$ cat src/rtl/pipe_addsub.sv
// Pipelined WIDTH-bit add/subtract split into SEGMENTS carry-chained slices, one slice per stage.
// Latency SEGMENTS cycles at 1 beat/cycle; global stall: all stages hold while out_valid && !out_ready.
// Define PIPE_ADDSUB_OVF_EN to add out_ovf (signed overflow), which travels with its beat.
module pipe_addsub #(
    parameter int WIDTH    = 32,
    parameter int SEGMENTS = 4
) (
    input  logic             clk,
    input  logic             rst_n,
    input  logic             flush,
    input  logic             in_valid,
    output logic             in_ready,
    input  logic [WIDTH-1:0] in_a,
    input  logic [WIDTH-1:0] in_b,
    input  logic             in_cin,
    input  logic             in_sub,
    output logic             out_valid,
    input  logic             out_ready,
    output logic [WIDTH-1:0] out_sum,
`ifdef PIPE_ADDSUB_OVF_EN
    output logic             out_ovf,
`endif
    output logic             out_cout
);

    localparam int SW   = WIDTH / SEGMENTS;
    localparam int LAST = SEGMENTS - 1;

    generate
        if (SEGMENTS < 1 || (WIDTH % SEGMENTS) != 0) begin : g_bad_cfg
            $error("pipe_addsub: WIDTH must be a positive multiple of SEGMENTS");
        end
    endgenerate

    logic                adv;
    logic [SEGMENTS-1:0] vld_q;
    logic [SEGMENTS-1:0] c_q;
    logic [WIDTH-1:0]    a_q [SEGMENTS];
    logic [WIDTH-1:0]    b_q [SEGMENTS];
    logic [WIDTH-1:0]    s_q [SEGMENTS];

    // Per-stage inputs (previous stage registers, or the conditioned operands for stage 0)
    logic [SEGMENTS-1:0] v_p;
    logic [SEGMENTS-1:0] c_p;
    logic [SEGMENTS-1:0] c_d;
    logic [WIDTH-1:0]    a_p [SEGMENTS];
    logic [WIDTH-1:0]    b_p [SEGMENTS];
    logic [WIDTH-1:0]    s_p [SEGMENTS];
    logic [WIDTH-1:0]    s_d [SEGMENTS];
    logic [SW:0]         slice [SEGMENTS];

    assign adv      = !vld_q[LAST] || out_ready;
    assign in_ready = adv;

    always_comb begin
        v_p[0] = in_valid;
        a_p[0] = in_a;
        b_p[0] = in_sub ? ~in_b : in_b;
        c_p[0] = in_sub ? ~in_cin : in_cin;
        s_p[0] = '0;
        for (int k = 1; k < SEGMENTS; k++) begin
            v_p[k] = vld_q[k-1];
            a_p[k] = a_q[k-1];
            b_p[k] = b_q[k-1];
            c_p[k] = c_q[k-1];
            s_p[k] = s_q[k-1];
        end
        for (int k = 0; k < SEGMENTS; k++) begin
            slice[k] = {1'b0, a_p[k][k*SW +: SW]} + {1'b0, b_p[k][k*SW +: SW]}
                     + {{SW{1'b0}}, c_p[k]};
            s_d[k]             = s_p[k];
            s_d[k][k*SW +: SW] = slice[k][SW-1:0];
            c_d[k]             = slice[k][SW];
        end
    end

    // Flush clears only the valid bits; data lanes may keep stale values.
    always_ff @(posedge clk or negedge rst_n) begin
        if (!rst_n) begin
            vld_q <= '0;
            c_q   <= '0;
            for (int k = 0; k < SEGMENTS; k++) begin
                a_q[k] <= '0;
                b_q[k] <= '0;
                s_q[k] <= '0;
            end
        end else begin
            if (flush) begin
                vld_q <= '0;
            end else if (adv) begin
                vld_q <= v_p;
            end
            if (adv) begin
                c_q <= c_d;
                for (int k = 0; k < SEGMENTS; k++) begin
                    a_q[k] <= a_p[k];
                    b_q[k] <= b_p[k];
                    s_q[k] <= s_d[k];
                end
            end
        end
    end

    assign out_valid = vld_q[LAST];
    assign out_sum   = s_q[LAST];
    assign out_cout  = c_q[LAST];

`ifdef PIPE_ADDSUB_OVF_EN
    logic ovf_d;
    logic ovf_q;

    // Carry into the MSB recovered as a ^ b ^ sum at that bit.
    assign ovf_d = c_d[LAST] ^ (a_p[LAST][WIDTH-1] ^ b_p[LAST][WIDTH-1] ^ s_d[LAST][WIDTH-1]);

    always_ff @(posedge clk or negedge rst_n) begin
        if (!rst_n) begin
            ovf_q <= 1'b0;
        end else if (adv) begin
            ovf_q <= ovf_d;
        end
    end

    assign out_ovf = ovf_q;
`endif

endmodule

$ cat config.mk
export PLATFORM = sky130hd
export DESIGN_NAME = pipe_addsub
export DESIGN_NICKNAME = d
export VERILOG_FILES = /design/src/rtl/pipe_addsub.sv
export SDC_FILE = /design/constraint.sdc
export NUM_CORES = 1
export LEC_CHECK = 0
export ABC_AREA = 1
export CORE_MARGIN = 5
export CORE_UTILIZATION = 23
export DETAILED_ROUTE_END_ITERATION = 8
export SETUP_SLACK_MARGIN = 0.4
export SLEW_MARGIN = 10
export SYNTH_ARGS = -nofsm -noshare
export SYNTH_HDL_FRONTEND = slang
export SYNTH_SLANG_ARGS = --single-unit
$ cat constraint.sdc
create_clock -name clk -period 5 [get_ports clk]
set_clock_uncertainty 0.15 [all_clocks]
set_input_delay 1 -clock clk [delete_from_list [all_inputs] [get_ports clk]]
set_output_delay 1 -clock clk [all_outputs]
set_load 0.1 [all_outputs]
==> run metrics <==
critical path cell sequence=clkdlybuf4s50_1 -> nor2_4 -> inv_4 -> buf_4; max cap viols=0; VDD IR max=between 200 and 300 uV; Worst Path Max Fanout=20; total length of routed wires=19.1 mm; port bufs=105; Synth Area in Simple Gates=between 20 and 25%; EDFF count, synth=0; commonest cells in the netlist=411 x nand2_1, 184 x dfrtp_1, 87 x o21ai_0; CTS Buffer Depth=2; Yosys top cell by area=dfrtp_1; Layout Cells excl Fill=1,556; ant diodes=0; CP Class=in -> out; CP Buf/Inv Count=3; Slowest cell on crit path=clkdlybuf4s50_1; post-DP HPWL=12.8 mm; layout cells sized above 1=4.41%; vias in the first global route=6,333; Max Slew Vio Count=0; hold-fix buffers at CTS=0; adder-cell share of the synthesized area=6.01%; mux cell area share after synthesis=0%; Slew @ Worst Pin=1.13 ns; overall power=just under 5 mW; Async S/R FF share, synth=100%; distinct cell type count after synthesis=25; Nets=1,182; min Tclk post-route=3.23 ns; Die H=roughly 200 um; FP Rows=70; Worst Path Arrival=2.08 ns; fin crit share=64.6%; width of the die=202 um; synth-to-layout area growth=24.6%; Setup-failing EPs final=0; Relative slew margins=24.7%; CP max stage delay=0.50 ns; fmax=310 MHz; compound-gate portion of the synthesized area=7.52%; crit-path leading delay family=buffers and inverters; Synth area leaders=dfrtp_1 54%, nand2_1 18%, o21ai_0 5.1%; RSZ-0062 raised after global routing=no; largest net degree at the start of global routing=approximately 210; post-CTS sizing=0; Pwr Density=459 nW/um2; Pre-Repair DR Iteration Count=4; root buffer cell=clkbuf_16; Synth warnings=0; cts bufs inserted=17; Worst-Skew Late Latency=0.44 ns; synthesized flop and latch total=between 150 and 200; initial core utilization=a little under a quarter; Crit. End Element=primary output; CP startpoint kind=primary input; leak pwr=~5.0 nW; Vias/cell=4.00; cell area after synthesis=8500 um2; Vias=6,231; postcts setup bufs=0; Synth Net Count=1,096; status=completed; Avg WL per Cell=approximately 12 um; # IOs=106; GRT overflow=0; clk slew on worst S/H paths=0.07 ns; core area=36,500 um2; setup TNS=0 ns; Initial DRC Count=330; initial antenna violation count=3; Final Hold Fails=0; sequential area share after synthesis=54.2%; Main synth FF type=dfrtp_1; Synth Area per Inst=8.60 um2; Post-Synthesis Cells=a little under 1,000; Worst Hold Class=reg -> reg; most common cell in the netlist=nand2_1; Placed Cells=1,524; WP data required=3.85 ns; die area=40,900 um2; xor-xnor portion of the synthesized cell area=3.40%; gpl congestion=0.809; DR DRC count=0; htree depth=4; Sink Count=184; largest family of logic cells by synthesized area=simple AND/OR/NAND/NOR gates; total track usage=under 10%; CTS tree=yes; Synth top area share=54.2%; number of routed nets with antenna violations=0; first-pass GRT wire length=32.5 mm
registers in the layout, summed over array words and instances, names as in the netlist:
signal   count
a_p         48
b_p         48
c_q          4
out_sum     32
s_d         48
vld_q        4
cell type report:
| type | count | area (um2) |
|---|---|---|
| Fill cell | 3833 | 25900 |
| Multi-Input combinational cell | 680 | 3370 |
| Inverter | 82 | 310 |
| Clock buffer | 19 | 443 |
| Timing Repair Buffer | 110 | 1110 |
| Sequential cell | 184 | 4600 |
| Clock inverter | 13 | 166 |
| Tap cell | 468 | 586 |
routing by layer:
layer / global-route usage [%] / wire length [um] / vias to the layer above
met4: 3.13 / 273 / 6
met3: 3.30 / 797 / 21
met1: 12.9 / 9420 / 2845
met5: 0 / 34 / -
li1: - / - / 3272
met2: 15.1 / 8580 / 87
final timing paths:
kind	startpoint	end	slack [ns]	cells past startpoint
max	out_ready	in_ready	1.77	4
max in group asynchronous	rst_n	out_sum[30]	3.22	2
min in group asynchronous	rst_n	out_sum[17]	0.52	1
min	s_d[68]	s_d[36]	0.32	2
min reg2reg	s_d[68]	s_d[36]	0.32	2
max reg2reg	c_q[1]	c_q[2]	2.79	8
stage by stage:
step	area (um2)	hold slack (ns)	setup slack (ns)	utilization [%]
6_report	10600	0.319	1.77	29.0
5_1_grt	10600	0.340	1.71	29.0
4_1_cts	10600	0.323	1.75	29.0
3_5_place_dp	9980	0.306	1.76	27.3
3_3_place_gp	9980	0.303	1.77	27.3
2_1_floorplan	8500	0.292	2.06	-
kinds of logic (layout without fill, tap and decap cells):
logic type / after synthesis / after routing
adder cells (fa/ha/maj): 36 / 36
XOR/XNOR: 33 / 33
buffers and inverters: 125 / 224
AND/OR/NAND/NOR: 487 / 487
flip-flops: 184 / 184
AO/OA/AOI/OAI: 124 / 124
worst register-to-register path, delay by kind of cell (launching register included):
family / cells / cell delay, ns
simple gates: 5 / 0.52
flops: 1 / 0.40
fa+ha+maj: 2 / 0.89
compound gates: 1 / 0.14
layout by cell type, fill, tap and decap left out, drive strengths merged:
master	instances
o21ai	98
bufinv	3
fa	8
or2	6
nand3	41
nand3b	8
clkdlybuf4s50	102
inv	86
clkinv	3
dfrtp	184
clkinvlp	3
nor2	21
clkbuf	20
o22ai	3
buf	7
xnor2	25
nand2	411
a211oi	3
ha	28
a31oi	1
a21oi	19
xor2	8
power breakdown:
part / internal (mW) / switching [mW] / total (mW) / leakage, nW
logic: 0.430 / 1.10 / 1.53 / 2.61
registers: 1.77 / 0.143 / 1.92 / 2.14
clock network: 0.805 / 0.609 / 1.41 / 0.291
total: 3.01 / 1.85 / 4.86 / 5.04
(Power assumes the default switching activity.)
